===== src/rtl/size_conv_pkg.sv =====
// Shared types and constants for the word-to-byte scheduler.
// Latency: n/a (declarations only).
// Backpressure: n/a.
package size_conv_pkg;

  // Scheduler holds either nothing or one word being serialised.
  typedef enum logic {
    EMPTY = 1'b0,
    SEND  = 1'b1
  } stateT;

  // Filler symbol driven on the byte stream when no word is in flight.
  localparam logic [7:0] IDLE_SYM_DEF = 8'h7C;

  // Bytes per word in each width mode.
  localparam int NB16 = 2;
  localparam int NB32 = 4;

  // Index of the final byte of a word loaded with the given MODE.
  function automatic logic [1:0] lastByteIdx(input logic mode);
    return mode ? 2'(NB32 - 1) : 2'(NB16 - 1);
  endfunction

endpackage


===== src/rtl/size_convert_sched_rr_arb2.sv =====
// Two-way round-robin arbiter; the requester not granted last wins a tie.
// Latency: winner is combinational; pointer updates on the accepting edge.
// Backpressure: pointer only moves on an accepted word, so a dropped request costs nothing.
module rr_arb2
  import size_conv_pkg::*;
(
  input  logic       clk,
  input  logic       rst,
  input  logic [1:0] req,
  input  logic       loadEn,
  input  logic       accept,
  output logic       winner,
  output logic       pointer
);

  // Pick the sole requester, or on a tie the one that did not win last time.
  always_comb begin
    winner = ~pointer;
    case (req)
      2'b01:   winner = 1'b0;
      2'b10:   winner = 1'b1;
      2'b11:   winner = ~pointer;
      default: winner = ~pointer;
    endcase
  end

  // Remember the last granted requester; reset to 1 so requester 0 wins the first tie.
  always_ff @(posedge clk or posedge rst) begin
    if (rst) begin
      pointer <= 1'b1;
    end else if (loadEn && accept) begin
      pointer <= winner;
    end
  end

endmodule


===== src/rtl/size_convert_sched.sv =====
// Shares one word-to-byte converter between two requesters, LSB byte first.
// Latency: byte 0 appears on DATA_OUT one edge after the handshake, then one byte per edge.
// Backpressure: READY only on the last byte (or when empty), so words go out back to back.
module size_convert_sched
  import size_conv_pkg::*;
#(
  parameter int              SIZE     = 8,
  parameter logic [SIZE-1:0] IDLE_SYM = SIZE'(IDLE_SYM_DEF)
) (
  input  logic                BIT_RATE_CLK10,
  input  logic                RESET,
  input  logic                MODE,
  input  logic                REQ0_VALID,
  input  logic [4*SIZE-1:0]   REQ0_DATA,
  output logic                REQ0_READY,
  input  logic                REQ1_VALID,
  input  logic [4*SIZE-1:0]   REQ1_DATA,
  output logic                REQ1_READY,
  output logic [SIZE-1:0]     DATA_OUT,
  output logic                VALID_OUT,
  output logic                IDLE_BUFFER,
  output logic                GRANT,
  output logic [1:0]          BYTE_IDX
);

  stateT             stateQ;
  stateT             stateD;
  logic [4*SIZE-1:0] wordQ;
  logic [1:0]        lastIdxQ;
  logic [1:0]        byteIdxD;
  logic [SIZE-1:0]   dataD;
  logic              loadEn;
  logic              winner;
  logic              lastGrantPtr;
  logic              accept;
  logic [4*SIZE-1:0] selWord;

  // A new word may load when nothing is held or the final byte is on the output now.
  assign loadEn = (stateQ == EMPTY) || (BYTE_IDX == lastIdxQ);

  rr_arb2 uArb (
    .clk     (BIT_RATE_CLK10),
    .rst     (RESET),
    .req     ({REQ1_VALID, REQ0_VALID}),
    .loadEn  (loadEn),
    .accept  (accept),
    .winner  (winner),
    .pointer (lastGrantPtr)
  );

  // READY is purely a function of VALID and held state; both forced low during reset.
  assign REQ0_READY = ~RESET & loadEn & ~winner & REQ0_VALID;
  assign REQ1_READY = ~RESET & loadEn &  winner & REQ1_VALID;
  assign accept     = REQ0_READY | REQ1_READY;
  assign selWord    = winner ? REQ1_DATA : REQ0_DATA;

  // Next state, next byte index and next output byte.
  always_comb begin
    stateD   = stateQ;
    byteIdxD = BYTE_IDX;
    dataD    = IDLE_SYM;
    if (accept) begin
      stateD   = SEND;
      byteIdxD = 2'd0;
      dataD    = selWord[SIZE-1:0];
    end else if (loadEn) begin
      stateD   = EMPTY;
      byteIdxD = 2'd0;
      dataD    = IDLE_SYM;
    end else begin
      byteIdxD = BYTE_IDX + 2'd1;
      dataD    = wordQ[int'(byteIdxD)*SIZE +: SIZE];
    end
  end

  // State register.
  always_ff @(posedge BIT_RATE_CLK10 or posedge RESET) begin
    if (RESET) begin
      stateQ <= EMPTY;
    end else begin
      stateQ <= stateD;
    end
  end

  // Capture the accepted word, its length and owner; MODE is ignored until the next load.
  always_ff @(posedge BIT_RATE_CLK10 or posedge RESET) begin
    if (RESET) begin
      wordQ    <= '0;
      lastIdxQ <= 2'd0;
      GRANT    <= 1'b0;
    end else if (accept) begin
      wordQ    <= selWord;
      lastIdxQ <= lastByteIdx(MODE);
      GRANT    <= winner;
    end
  end

  // Registered byte stream; VALID_OUT and IDLE_BUFFER are kept as complements.
  always_ff @(posedge BIT_RATE_CLK10 or posedge RESET) begin
    if (RESET) begin
      DATA_OUT    <= IDLE_SYM;
      VALID_OUT   <= 1'b0;
      IDLE_BUFFER <= 1'b1;
      BYTE_IDX    <= 2'd0;
    end else begin
      DATA_OUT    <= dataD;
      VALID_OUT   <= (stateD == SEND);
      IDLE_BUFFER <= (stateD != SEND);
      BYTE_IDX    <= byteIdxD;
    end
  end

endmodule


===== config.mk =====
export PLATFORM = sky130hd
export DESIGN_NAME = size_convert_sched
export DESIGN_NICKNAME = d
export VERILOG_FILES = /design/src/rtl/size_conv_pkg.sv /design/src/rtl/size_convert_sched_rr_arb2.sv /design/src/rtl/size_convert_sched.sv
export SDC_FILE = /design/constraint.sdc
export NUM_CORES = 1
export LEC_CHECK = 0
export BUFFER_PORTS_ARGS = -buffer_cell sky130_fd_sc_hd__buf_2
export CORE_MARGIN = 2
export CORE_UTILIZATION = 55
export DETAILED_ROUTE_END_ITERATION = 8
export PLACE_DENSITY = 0.85
export SLEW_MARGIN = 20
export SYNTH_ARGS = -nofsm -noshare
export SYNTH_HDL_FRONTEND = slang
export SYNTH_HIERARCHICAL = 1
export SYNTH_SLANG_ARGS = --single-unit

===== constraint.sdc =====
create_clock -name BIT_RATE_CLK10 -period 3.9 [get_ports BIT_RATE_CLK10]
set_clock_uncertainty 0.1 [all_clocks]
set_input_delay 0.78 -clock BIT_RATE_CLK10 [delete_from_list [all_inputs] [get_ports BIT_RATE_CLK10]]
set_output_delay 0.78 -clock BIT_RATE_CLK10 [all_outputs]
set_load 0.005 [all_outputs]

# After elaboration in Yosys (flattened, before gate mapping)
# Index checks and enable logic that the tools add are counted.
# word_totals
regBits,48
output_inout_bits,15
input_bits,69
wordCells,35
# classes
bitwise_logic,11
shift,1
add_sub_neg,1
eq_ne,3
n_reduce_logical,2
mux,9
# op_table
op,n
$mux W32,1
$shiftx A32 B6 Y8,1
$mux W8,2
$mux W2,3
$and A1 B1 Y1,5
$not A1 Y1,5
$add A2 B1 Y2 const B,1
$eq A2 B1 Y1 const B,1
$eq A2 B2 Y1,1
$eq A2 B2 Y1 const B,1
$mux W1,2
$pmux W1 S2,1
$logic_and A1 B1 Y1,1
$logic_or A1 B1 Y1,1
$or A1 B1 Y1,1

# Depth between registers and ports, before layout
# Gate-level depths: netlist (run 1).
# logic_depth
ltp_word,8
ltp_mapped,12
depth_no_buf,10

# Hierarchy
# The synthesis (run 1) kept the hierarchy.
# by_module_without_submodules
mod,instances,cells_each,seq_area_each_um2,area_each_um2
size_convert_sched,1,207,1183.6,2528.7
rr_arb2,1,10,26.3,97.6

# Worst setup path before layout (run 1)
# No wires, ideal clock.
# synth_timing
path_type,input -> output
start,input RESET
end,output REQ1_READY
stages,3
arrival_ns,2.230
slack_ns,0.790
path_buffers,0
required_ns,3.020
cell_sequence,inv_1 -> and3_1 -> and2_1
# synth_between
elab_chain_len,4
# synth_lines
item,line,source
start: declaration,size_convert_sched.sv:11,"input logic RESET,"
$not A1 Y1,size_convert_sched.sv:53,assign REQ1_READY = ~RESET & loadEn & winner & REQ1_VALID;
$and A1 B1 Y1 (3 in series),size_convert_sched.sv:53,
end: declaration,size_convert_sched.sv:18,"output logic REQ1_READY,"
# Every way passes these cells.

# Worst setup path in the final report (run 1)
# layout_timing
start,register BYTE_IDX[1]
end,output REQ1_READY
# layout_between
elab_chain_len,5
# layout_lines
item,line,source
start: declaration,size_convert_sched.sv:23,output logic [1:0] BYTE_IDX
start signal: assignment,size_convert_sched.sv:109,BYTE_IDX <= byteIdxD;
$eq A2 B2 Y1,size_convert_sched.sv:39,assign loadEn = (stateQ == EMPTY) || (BYTE_IDX == lastIdxQ);
$logic_or A1 B1 Y1,size_convert_sched.sv:39,
$and A1 B1 Y1 (3 in series),size_convert_sched.sv:53,
# Every way passes these cells.

==> results of run 1 <==
-- cells in the mapped netlist (2+ instances only) --
library cell / number
a21oi_1: 49
dfrtp_1: 41
mux2i_1: 33
a21oi_4: 11
a21oi_2: 10
buf_2: 9
mux4_2: 8
nor2_1: 8
dfstp_2: 7
inv_1: 6
nand2_1: 4
clkbuf_1: 3
o21ai_0: 3
buf_6: 2
nand2b_1: 2
nand4b_1: 2
-- registers in the layout (all words and copies together), names as in the netlist --
| name | flops |
|---|---|
| BYTE_IDX | 2 |
| GRANT | 1 |
| lastIdxQ | 2 |
| uArb/pointer | 1 |
| IDLE_BUFFER | 1 |
| wordQ | 32 |
| DATA_OUT | 8 |
| VALID_OUT | 1 |
-- logic make-up after synthesis --
family / count (synthesis) / synth area share [%]
flip-flops: 48 / 46.1
XOR/XNOR: 3 / 1.29
adder cells (fa/ha/maj): 1 / 0.476
buffers and inverters: 25 / 6.05
AO/OA/AOI/OAI: 77 / 21.6
AND/OR/NAND/NOR: 21 / 4.67
multiplexers: 42 / 19.9
-- area by class of cell --
| cell class | count | area, sq um |
|---|---|---|
| repair buffers | 89 | 460 |
| fillers | 356 | 1490 |
| multi-input cells | 144 | 1270 |
| well taps | 54 | 67.6 |
| clock buffers | 7 | 96.3 |
| inverters | 8 | 37.5 |
| clock inverters | 1 | 30.0 |
| flip-flops and latches | 48 | 1210 |
-- cells in the final DEF, fill, tap and decap left out, types with 2 or more instances in the layout --
| cell type | netlist | routed |
|---|---|---|
| a21oi_1 | 49 | 49 |
| a21oi_2 | 10 | 10 |
| a21oi_4 | 11 | 11 |
| buf_2 | 9 | 83 |
| buf_4 | 1 | 6 |
| clkbuf_8 | 0 | 7 |
| dfrtp_1 | 41 | 41 |
| dfstp_2 | 7 | 7 |
| inv_1 | 6 | 5 |
| mux2i_1 | 33 | 32 |
| mux4_2 | 8 | 8 |
| nand2_1 | 4 | 4 |
| nand2b_1 | 2 | 2 |
| nand4b_1 | 2 | 2 |
| nor2_1 | 8 | 8 |
| o21ai_0 | 3 | 3 |
-- stage by stage --
step / instances / worst slack (ns)
CTS: 351 / 0.973
finish: 351 / 0.983
global placement: 343 / 0.840
global route: 351 / 0.879
detailed placement: 343 / 0.786
floorplan: 217 / 0.790
-- metal layers --
metal	share of wire, %	global-route usage (%)	up-vias
met5	0	0	-
met4	0.92	6.17	0
met3	4.8	2.90	6
met2	50	35.2	81
met1	44	29.7	938
li1	-	-	938
-- power by group through the flow --
| stage | Sequential, mW | Combinational, mW | Clock, mW |
|---|---|---|---|
| 2_1_floorplan | 0.852 | 0.913 | 0 |
| 3_3_place_gp | 0.870 | 1.08 | 0 |
| 3_5_place_dp | 0.885 | 1.11 | 0 |
| 4_1_cts | 0.879 | 1.12 | 0.388 |
| 5_1_grt | 0.899 | 1.22 | 0.412 |
| 6_report | 0.880 | 1.11 | 0.384 |
-- final timing paths --
path	cells past startpoint	slack [ns]	endpoint	start
worst max-delay path	7	0.98	REQ1_READY	BYTE_IDX[1]
worst min-delay path	2	0.42	wordQ[9]	wordQ[9]
worst max register to register	8	1.50	wordQ[23]	BYTE_IDX[1]
worst min register to register	2	0.42	wordQ[9]	wordQ[9]
max in group asynchronous	3	2.70	wordQ[8]	RESET
min in group asynchronous	2	0.43	uArb/pointer	RESET
-- worst max-delay path, stage by stage, from the launching register on --
cell and delay (ns):
dfrtp_1 0.37, buf_4 0.20, xor2_2 0.19, o21a_4 0.26, inv_6 0.27, and3_1 0.23
and2_1 0.12, buf_2 0.10
==> flow_metrics.env, run 1 <==
export IMPL_peakVddDrop_uv=299
export IMPL_grt_pass1_vias=1895
export IMPL_via_per_inst=5.59
export IMPL_end_kind="output port"
export IMPL_final_hold_violation_count=0
export IMPL_synth_top_area_share_pct=39.1
export IMPL_die_area_sq_mm=0.00534
export IMPL_dieWidth_um=73.1
export IMPL_drt_pass1_iterations=4
export IMPL_crit_path_start_kind="flip-flop"
export IMPL_fin_setup_tns_ns=0
export IMPL_cts_sinks=48
export IMPL_ys_flop_type="dfrtp_1"
export IMPL_critPathKind="flip-flop to output port"
export IMPL_p_leak_nw=1.46
export IMPL_switchingPower_mw=0.902
export IMPL_syn_area_sq_mm=0.00263
export IMPL_p_per_area_mw_per_mm2=749
export IMPL_synth_nets=287
export IMPL_synth_seq_cells=48
export IMPL_critPathArrivalTime_ns=2.04
export IMPL_cts_buffers=5
export IMPL_crit_fanout=45
export IMPL_wl_per_cell_um=15.5
export IMPL_drc=0
export IMPL_ant_nets=0
export IMPL_hold_buffers=0
export IMPL_avgSynthCellArea_sq_um=12.1
export IMPL_synth_top_area_cell="dfrtp_1"
export IMPL_routed_wirelength_um=5440
export IMPL_hold_class="flip-flop to flip-flop"
export IMPL_synth_edf_count=0
export IMPL_io_buffer_count=83
export IMPL_synth_distinct_cells=35
export IMPL_grt_ovfl_total=0
export IMPL_drive_gt1_share_pct=47.8
export IMPL_path_clk_slew_ns=0.08
export IMPL_track_usage_pct=21.4
export IMPL_min_period_ns=2.92
export IMPL_internal_power_mw=1.47
export IMPL_cts_resized=0
export IMPL_synthArstFlopShare_pct=100
export IMPL_grt_pass1_wl_um=8710
export IMPL_antennaDiodeCount=0
export IMPL_status="finished, final reports clean"
export IMPL_relSlewSlack_pct=60.9
export IMPL_clkPwrFrac_pct=16.2
export IMPL_fin_util_pct=68.1
export IMPL_clockRootBuffer="clkbuf_8"
export IMPL_yosysWarnings=6
export IMPL_grt_antenna_before_repair=0
export IMPL_start_util_pct=56.3
export IMPL_p_total_mw=2.37
export IMPL_core_sq_mm=0.00466
export IMPL_syn_inst=217
export IMPL_gp_congestion=0.762
export IMPL_ioPinCount=84
export IMPL_final_nets=366
export IMPL_pwr_share_comb_pct=46.8
export IMPL_seqPwrFrac_pct=37.1
export IMPL_h_tree_depth=2
export IMPL_post_cts_setup_buffers=0
export IMPL_seq_area_frac_synth_pct=46.1
export IMPL_drv_slew=0
export IMPL_vias=1963
export IMPL_maxCapViolCount=0
export IMPL_holdWs_ns=0.421
export IMPL_clkLatencyLatePin_ns=0.29
export IMPL_grt_max_degree=49
export IMPL_finalSetupViolations=0
export IMPL_die_y_um=73.1
export IMPL_max_freq_mhz=343
export IMPL_hpwl_um=3840
export IMPL_rows=25
export IMPL_period_share_pct=74.8
export IMPL_grt_setup_unrepaired="false"
export IMPL_placed_area_sq_mm=0.00305
export IMPL_max_slew_worst_pin_slew_ns=0.587
export IMPL_p_sw_share_pct=38.0
export IMPL_syn2layout_area_growth_pct=20.8
export IMPL_drt_iter0_markers=188
export IMPL_cts_path_max_buffers=2
export IMPL_design_area_sq_mm=0.00317
export IMPL_synthTopCellsByArea="dfrtp_1 (39%), mux2i_1 (13%), a21oi_1 (9.3%)"
export IMPL_cts_tree="done"
export IMPL_worstPathRequired_ns=3.02
No activity file was read; power rests on OpenSTA's default activity.
==> run 2, diff against run 1 <==
--- a/config.mk
+++ b/config.mk
@@ -7,9 +7,9 @@
 export LEC_CHECK = 0
 export BUFFER_PORTS_ARGS = -buffer_cell sky130_fd_sc_hd__buf_2
 export CORE_MARGIN = 2
-export CORE_UTILIZATION = 55
+export CORE_UTILIZATION = 46
 export DETAILED_ROUTE_END_ITERATION = 8
-export PLACE_DENSITY = 0.85
+export PLACE_DENSITY = 0.76
 export SLEW_MARGIN = 20
 export SYNTH_ARGS = -nofsm -noshare
 export SYNTH_HDL_FRONTEND = slang
==> constraint.sdc (replaced) <==
create_clock -name BIT_RATE_CLK10 -period 2.3 [get_ports BIT_RATE_CLK10]
set_clock_uncertainty 0.1 [all_clocks]
set_input_delay 0.46 -clock BIT_RATE_CLK10 [delete_from_list [all_inputs] [get_ports BIT_RATE_CLK10]]
set_output_delay 0.46 -clock BIT_RATE_CLK10 [all_outputs]
set_load 0.005 [all_outputs]
==> run 2 against run 1 <==
  * Hold slack worse by 0.31 ns
  * Flip-flop and latch count stayed put
  * Cell count grew 7.1%
  * Via count rose by 1.0%
  * Critical endpoint unchanged
==> flow_metrics.env, run 2 (synthesis gave the netlist of run 1 again) <==
export IMPL_status="finished, final reports clean"
export IMPL_p_total_mw=4.09
export IMPL_clockRootBuffer="clkbuf_8"
export IMPL_finalSetupViolations=0
export IMPL_nFillCells=464
export IMPL_syn2layout_area_growth_pct=25.0
export IMPL_r2r_setup_slack_ns=0.45
export IMPL_routed_wirelength_um=5550
export IMPL_period_share_pct=97.2
export IMPL_cts_buffers=5
export IMPL_cts_sinks=48
export IMPL_vias=1983
export IMPL_top_register="wordQ"
export IMPL_max_slew_worst_pin_slew_ns=0.602
export IMPL_multi_input_area_sq_mm=0.00128
export IMPL_drt_pass1_iterations=4
export IMPL_maxCapViolCount=0
export IMPL_hold_buffers=0
export IMPL_setup_slack_ns=0.0653
export IMPL_track_usage_pct=18.7
export IMPL_relSlewSlack_pct=59.8
export IMPL_layout_common_cells="buf_2 (83), a21oi_1 (49), dfrtp_1 (41)"
export IMPL_die_area_sq_mm=0.00633
export IMPL_core_sq_mm=0.00551
export IMPL_grt_antenna_before_repair=0
export IMPL_cts_tree="done"
export IMPL_h_tree_depth=2
export IMPL_grt_setup_unrepaired="true"
export IMPL_worst_path_buf_inv=2
export IMPL_crit_fanout=7
export IMPL_ioPinCount=84
export IMPL_pre_cts_slack_ns=-0.0279
export IMPL_largest_reg_flops=32
export IMPL_dieWidth_um=79.6
export IMPL_drc=0
export IMPL_via_per_inst=5.27
export IMPL_p_per_area_mw_per_mm2=1250
export IMPL_critPathKind="flip-flop to output port"
export IMPL_drv_slew=0
export IMPL_stdcell_count=376
export IMPL_cts_path_max_buffers=2
export IMPL_reg2reg_from="uArb/pointer"
export IMPL_final_hold_violation_count=0
export IMPL_hold_class="input pin to async pin"
export IMPL_slowest_stage="dfrtp_1"
export IMPL_dp_cells=368
export IMPL_wl_per_cell_um=14.8
export IMPL_grt_pass1_vias=1859
export IMPL_antennaDiodeCount=0
export IMPL_end_kind="output port"
export IMPL_worstPathRequired_ns=1.74
export IMPL_r2r_end="wordQ[16]"
export IMPL_max_freq_mhz=447
export IMPL_grt_pass1_wl_um=8990
export IMPL_drt_iter0_markers=100
export IMPL_clkLatencyLatePin_ns=0.30
export IMPL_r2r_cells=6
export IMPL_path_clk_slew_ns=0.08
export IMPL_gp_congestion=0.765
export IMPL_drive_gt1_share_pct=49.7
export IMPL_grt_ovfl_total=0
export IMPL_top_regs="wordQ x32, DATA_OUT x8"
export IMPL_min_period_ns=2.23
export IMPL_p_leak_nw=1.49
export IMPL_grt_max_degree=49
export IMPL_start_util_pct=47.7
export IMPL_crit_chain="xor2_2 -> o21a_4 -> inv_6 -> and3_4 -> and2_1 -> buf_2"
export IMPL_regArea_sq_mm=0.00121
export IMPL_cp_startpoint="BYTE_IDX[1]"
export IMPL_ant_nets=0
export IMPL_final_nets=373
export IMPL_slowest_delay_ns=0.42
export IMPL_io_buffer_count=83
export IMPL_path_delay_family="flip-flops"
export IMPL_die_y_um=79.6
export IMPL_crit_path_start_kind="flip-flop"
export IMPL_final_common_cell="buf_2"
export IMPL_hpwl_um=3950
export IMPL_rows=27
export IMPL_critPathArrivalTime_ns=1.67
export IMPL_peakVddDrop_uv=498
export IMPL_holdWs_ns=0.110
==> run 2: cell type report <==
| class | instances | area share [%] |
|---|---|---|
| flip-flops and latches | 48 | 36.9 |
| inverters | 8 | 1.26 |
| clock inverters | 3 | 1.30 |
| repair buffers | 96 | 16.8 |
| multi-input cells | 144 | 39.0 |
| well taps | 72 | 2.74 |
| clock buffers | 5 | 2.10 |
==> run 2: metrics by stage <==
| step | utilization, % | area (sq um) | setup TNS, ns |
|---|---|---|---|
| 6_report | 59.6 | 3280 | 0 |
| 5_1_grt | 59.6 | 3280 | -0.00355 |
| 4_1_cts | 59.4 | 3270 | 0 |
| 3_5_place_dp | 57.4 | 3160 | -0.252 |
| 3_3_place_gp | 57.4 | 3160 | 0 |
| 2_1_floorplan | - | 2630 | 0 |
==> run 2: repair_timing <==
| action | 4_1_cts | 5_1_grt |
|---|---|---|
| resized for setup | 0 | 2 |
| endpoints found under the setup margin | 0 | 2 |
| buffers inserted | 0 | 0 |
==> run 2: worst register-to-register path, stage by stage (launching register included) <==
cell	delay, ns
dfstp_2	0.57
mux2i_4	0.08
nand2b_1	0.21
a21oi_4	0.26
buf_4	0.29
a21oi_1	0.14
a21oi_4	0.13
==> run 2: worst max-delay path by stage <==
stage / slack (ns) / to / cells past startpoint
3_5_place_dp: -0.03 / wordQ[18] / 9
2_1_floorplan: 0.07 / wordQ[15] / 7
6_report: 0.07 / REQ1_READY / 6
3_3_place_gp: 0.04 / wordQ[21] / 9
4_1_cts: 0.04 / REQ1_READY / 6
5_1_grt: -0.004 / REQ1_READY / 6
==> run 2: layer usage <==
layer | GRT usage [%] | vias to the layer above | wire [um]
li1 | - | 951 | -
met1 | 25.1 | 966 | 2440
met2 | 30.7 | 62 | 2780
met3 | 2.83 | 4 | 256
met4 | 7.24 | 0 | 74
met5 | 0 | - | 0
==> run 2: power breakdown <==
part           internal, mW  switching (mW)
logic                 0.923            1.06
registers              1.28           0.216
clock network         0.322           0.287
